[src/rtl/edge_gen_pkg.sv]
// Shared constants, FSM state type and sizing helper for the edge level rebuilder.
package edge_gen_pkg;

  localparam logic [1:0] ERR_NONE      = 2'd0;
  localparam logic [1:0] ERR_CONFLICT  = 2'd1;
  localparam logic [1:0] ERR_REDUNDANT = 2'd2;
  localparam logic [1:0] ERR_CANCEL    = 2'd3;

  // Bit 1 is the level, bit 0 marks a running hold timer.
  typedef enum logic [1:0] {
    LOW_IDLE  = 2'b00,
    LOW_HOLD  = 2'b01,
    HIGH_IDLE = 2'b10,
    HIGH_HOLD = 2'b11
  } state_e;

  // Hold counter must represent max(MIN_HIGH, MIN_LOW) - 1; one spare keeps width >= 1.
  function automatic int unsigned hold_cnt_w(input int unsigned min_high,
                                             input int unsigned min_low);
    int unsigned m;
    m = (min_high > min_low) ? min_high : min_low;
    return $clog2(m + 1);
  endfunction

endpackage

[src/rtl/edge_hold_timer.sv]
// Loadable down-counter enforcing the minimum hold time after each level change.
module edge_hold_timer #(
  parameter int unsigned W = 3
) (
  input  logic         clk,
  input  logic         rst,
  input  logic         load,
  input  logic [W-1:0] load_val,
  output logic         busy,
  output logic         expire,
  output logic         last
);

  logic [W-1:0] cnt_q;

  // Load on a level change, otherwise count down to zero and stay there.
  always_ff @(posedge clk or posedge rst) begin
    if (rst) begin
      cnt_q <= '0;
    end else if (load) begin
      cnt_q <= load_val;
    end else if (cnt_q != '0) begin
      cnt_q <= cnt_q - W'(1);
    end
  end

  // Status decode; last flags the final hold cycle so the FSM can drop to idle with the counter.
  always_comb begin
    busy   = (cnt_q != '0);
    expire = (cnt_q == '0);
    last   = (cnt_q == W'(1));
  end

endmodule

[src/rtl/edge_level_rebuilder.sv]
// Rebuilds a level line from rise/fall event pulses, honouring minimum high/low hold times.
// One early request can be parked while the hold timer runs; rejected requests raise err.
module edge_level_rebuilder
  import edge_gen_pkg::*;
#(
  parameter int unsigned MIN_HIGH = 4,
  parameter int unsigned MIN_LOW  = 4,
  parameter int unsigned CNT_W    = 8
) (
  input  logic             clk,
  input  logic             rst,
  input  logic             on,
  input  logic             off,
  output logic             signal,
  output logic             busy,
  output logic             pending,
  output logic             err,
  output logic [1:0]       err_code,
  output logic [CNT_W-1:0] edges
);

  localparam int unsigned CW = hold_cnt_w(MIN_HIGH, MIN_LOW);
  localparam logic [CW-1:0] HIGH_LOAD = CW'(MIN_HIGH - 1);
  localparam logic [CW-1:0] LOW_LOAD  = CW'(MIN_LOW - 1);

  state_e           state_q;
  logic             pending_q, pending_d;
  logic             err_q, err_d;
  logic [1:0]       code_q, code_d;
  logic [CNT_W-1:0] edges_q;

  logic             level;
  logic             apply;
  logic             expire, last, timer_busy;
  logic             conflict, toward_level, against_level;
  logic [CW-1:0]    load_val;

  assign level = (state_q == HIGH_IDLE) || (state_q == HIGH_HOLD);

  // Request decode: toward_level repeats the current level, against_level asks for a change.
  always_comb begin
    conflict      = on & off;
    toward_level  = level ? (on & ~off) : (off & ~on);
    against_level = level ? (off & ~on) : (on & ~off);
    load_val      = level ? LOW_LOAD : HIGH_LOAD;
  end

  // Decide whether a transition happens this cycle and what the pending slot and err become.
  // A parked request is always opposite to the level, so a toward_level request cancels it.
  always_comb begin
    apply     = 1'b0;
    pending_d = pending_q;
    err_d     = 1'b0;
    code_d    = ERR_NONE;
    if (conflict) begin
      err_d  = 1'b1;
      code_d = ERR_CONFLICT;
      if (pending_q && expire) begin
        apply     = 1'b1;
        pending_d = 1'b0;
      end
    end else if (pending_q) begin
      if (toward_level) begin
        pending_d = 1'b0;
        err_d     = 1'b1;
        code_d    = ERR_CANCEL;
      end else begin
        if (against_level) begin
          err_d  = 1'b1;
          code_d = ERR_REDUNDANT;
        end
        if (expire) begin
          apply     = 1'b1;
          pending_d = 1'b0;
        end
      end
    end else if (toward_level) begin
      err_d  = 1'b1;
      code_d = ERR_REDUNDANT;
    end else if (against_level) begin
      if (expire) begin
        apply = 1'b1;
      end else begin
        pending_d = 1'b1;
      end
    end
  end

  edge_hold_timer #(
    .W (CW)
  ) u_timer (
    .clk      (clk),
    .rst      (rst),
    .load     (apply),
    .load_val (load_val),
    .busy     (timer_busy),
    .expire   (expire),
    .last     (last)
  );

  // FSM, pending slot, error flags and transition counter.
  always_ff @(posedge clk or posedge rst) begin
    if (rst) begin
      state_q   <= LOW_IDLE;
      pending_q <= 1'b0;
      err_q     <= 1'b0;
      code_q    <= ERR_NONE;
      edges_q   <= '0;
    end else begin
      pending_q <= pending_d;
      err_q     <= err_d;
      code_q    <= code_d;
      if (apply) begin
        edges_q <= edges_q + CNT_W'(1);
        if (level) begin
          state_q <= (LOW_LOAD != '0) ? LOW_HOLD : LOW_IDLE;
        end else begin
          state_q <= (HIGH_LOAD != '0) ? HIGH_HOLD : HIGH_IDLE;
        end
      end else if (last) begin
        state_q <= level ? HIGH_IDLE : LOW_IDLE;
      end
    end
  end

  assign signal   = level;
  assign busy     = timer_busy;
  assign pending  = pending_q;
  assign err      = err_q;
  assign err_code = code_q;
  assign edges    = edges_q;

endmodule

[config.mk]
export PLATFORM = sky130hd
export DESIGN_NAME = edge_level_rebuilder
export DESIGN_NICKNAME = d
export VERILOG_FILES = /design/src/rtl/edge_gen_pkg.sv /design/src/rtl/edge_hold_timer.sv /design/src/rtl/edge_level_rebuilder.sv
export SDC_FILE = /design/constraint.sdc
export NUM_CORES = 1
export LEC_CHECK = 0
export ABC_AREA = 1
export CORE_UTILIZATION = 49
export DETAILED_ROUTE_END_ITERATION = 7
export HOLD_SLACK_MARGIN = 0.1
export PLACE_DENSITY = 0.83
export RECOVER_POWER = 50
export SYNTH_ARGS = -nofsm -noshare
export SYNTH_HDL_FRONTEND = slang
export SYNTH_SLANG_ARGS = --single-unit
export TNS_END_PERCENT = 50
[constraint.sdc]
create_clock -name clk -period 1.76 [get_ports clk]
set_input_delay 0.528 -clock clk [delete_from_list [all_inputs] [get_ports clk]]
set_output_delay 0.528 -clock clk [all_outputs]
set_load 0.05 [all_outputs]
==> impl_results.md <==
* CTS Buf Count at 3
* Hold crit path type: flop to flop
* Least-Margin Pin Slew at around 0.88 ns
* Critical path peak fanout at 2
* Status: finished with violations
* Worst Skew at roughly 0.011 ns
* Comb pwr share at 0.609
* Synth top area cells: dfrtp_1, nand2_1, nand3_1
* Final-report hold violation count at 0
* Seq pwr share at 0.284
* Reg-to-reg endpoint: u_timer.cnt_q[2]$_DFFE_PP0P_
* Violated checks: setup timing
* Fin crit share at 1.024
* HP Start: u_timer.cnt_q[0]$_DFFE_PP0P_
* TritonCTS clock tree: yes
* Ratio of cells with drive above 1 in the final layout at 0.3108
* Worst Hold Path EP: u_timer.cnt_q[0]$_DFFE_PP0P_
* Initial antenna violation count at 0
* # IOs at 18
* I/O Buffers at 17
* Final setup viols at 1
* Placed Area at between 1000 and 1500 um^2
* Final non-filler cell total at 173
* Leak at ~0.70 nW
* Cells after Synth at about 120
* RSZ-0062 raised after global routing: true
* R2r startpoint: u_timer.cnt_q[1]$_DFFE_PP0P_
* Worst Setup End Kind: output pin
* Post-Route Setup TNS at -0.04247 ns
* Vias per std cell at roughly 4.9
* Hold WS at approximately 0.53 ns
* Most common cell after layout, fill and taps aside: nand2_1
* Detailed Place HPWL at approximately 1400 um
* P_int at 1.265 mW
* Max clock buf depth at 2
* DRT antenna net count at 0
* Placed Cells at 156
* Synth Net Count at ~120
* Inserted Diodes at 0
* Fill count at between 100 and 150
* Cts hold-fix bufs at 0
* H-tree Lvls at 1
* Tmin final at roughly 1.8 ns
* Overall Power at approximately 2.3 mW
* Worst setup margin at -0.04247 ns
* Clock sinks at 16
* Met1 usage at 0.2902
* Pwr/cell area at ~1700 nW/um^2
* Worst path required time at 1.23 ns
* Synth Cell Area at 909.6 um^2
* Final wirelength at approximately 2100 um
* Register-to-register setup slack at about 0.020 ns
* Yosys reg bits at 16
* Yosys cell types at 21
* Clock Latency Late Sink at roughly 0.29 ns
* Setup CP Type: flop to output pin
* Pre-antenna DRT Iters at 4
* Root buf cell: clkbuf_4
* Core box area at about 1700 um^2
* Chip height at between 40 and 50 um
* Leading area contributor after synthesis: dfrtp_1
* Clock power frac at 0.107
* First DRT Iteration DRCs at 15
* Final global-route overflow total at 0
* Slew margin rel. at 0.4131
* Area growth syn-to-layout at 47.87%
* P_sw at 1.070 mW
* Initial Util at 0.5268
* GPL Wtd Cong at approximately 0.87
* Largest net degree at the start of global routing at 17
* Worst R2R Path Depth at 11
* Overall routing resource usage at 0.2388
* CP Launch Type: flop
* Synth Area per Inst at roughly 7.9 um^2
* Max Clk Rate at 0.5548 GHz
* Switching Fraction at 0.4582
* Met3 global-route usage at 0.04800
* Routed len/inst at around 12 um
* Max VDD drop at between 1000 and 1500 uV
* Vias at about 850
* YS warnings at 0
* Clock-pin slew on the worst setup and hold paths at 0.10 ns
* First-pass GRT wire length at approximately 3400 um
* Crit path DAT at between 1 and 1.5 ns
* Design area at ~1300 um^2
* Die extent in x at around 45 um
* Met2 Use GR at 0.4319
* Vias in the first global route at between 700 and 800
* Hold path depth at 2
* Site Rows at 15
* Commonest cells after routing, fill and taps aside: nand2_1, dfrtp_1, nand3_1
* Sequential share of the synthesized area at 0.4402
* Slew Viols, Final at 0
* Layer carrying the most global-route usage: met2
* DIE AREA at about 2000 um^2
* Drc violations at 0
* Number of max-cap violations at 0
* Synth top area share at 0.4402
* Nets@finish at around 160
-- metrics by stage --
step,utilization,setup WS (ns)
finish,0.7790,-0.04247
global route,0.7790,-0.09958
CTS,0.7696,-0.03487
detailed placement,0.6978,-0.09991
global placement,0.6978,-0.06766
floorplan,-,0.1716
-- cell families after synthesis --
group	after synthesis	synth area share
XOR/XNOR	3	0.02889
AND/OR/NAND/NOR	69	0.3714
adder cells (fa/ha/maj)	3	0.04127
AO/OA/AOI/OAI	6	0.03301
flip-flops	16	0.4402
buffers and inverters	18	0.08527
-- worst max path at each step --
stage                            startpoint                endpoint  depth (start not counted)
2_1_floorplan  u_timer.cnt_q[0]$_DFFE_PP0P_                    busy                          5
3_3_place_gp                            off    edges[6]$_DFFE_PP0P_                          8
3_5_place_dp                            off  state_q[1]$_DFFE_PP0P_                          8
4_1_cts        u_timer.cnt_q[0]$_DFFE_PP0P_                    busy                          6
5_1_grt        u_timer.cnt_q[1]$_DFFE_PP0P_                    busy                          6
6_report       u_timer.cnt_q[1]$_DFFE_PP0P_                    busy                          6
-- flip-flops by register name, summed over array words and instances (netlist names) --
signal / flops
u_timer.cnt_q: 3
err_code: 2
state_q: 1
edges: 8
err: 1
pending: 1
-- timing repair --
item / in CTS / in global routing
hold endpoints to repair: 0 / 0
resized for setup: 6 / 2
setup endpoints to repair: 1 / 2
pin swaps: 1 / 3
buffers inserted: 10 / 3
-- worst max-delay path: stages, from the launching register on --
cell	delay, ns
dfrtp_1	0.40
inv_2	0.08
ha_4	0.14
inv_4	0.04
nor2_4	0.11
inv_2	0.07
buf_12	0.14
-- area by class of cell --
type	instances	area, um^2	area share
sequential	16	400.4	0.2977
timing repair buffer	31	366.6	0.2726
clock buffer	4	36.28	0.02698
multi-input combinational	81	446.7	0.3321
tap	25	31.28	0.02326
inverter	16	63.81	0.04744
-- routing by layer --
metal	wire length [um]	vias to the layer above
li1	-	430
met1	881	400
met2	1159	20
met3	79	2
met4	12	0
met5	0	-
-- power groups by stage --
stage	clock, mW	combinational, mW	sequential, mW
2_1_floorplan	0	0.511	0.860
3_3_place_gp	0	1.14	0.655
3_5_place_dp	0	1.18	0.662
4_1_cts	0.253	1.37	0.661
5_1_grt	0.268	1.53	0.679
6_report	0.250	1.42	0.663
-- synth_stat cells (all sizes together) --
library cell and instances:
a21oi 4, or2 1, nand3b 1, xor2 1, nor2 5, dfrtp 16, nand3 18, inv 15
clkinv 1, ha 3, buf 2, o21ai 2, nand4 2, xnor2 2, nand2 42
Power figures use the tool's default switching activity.
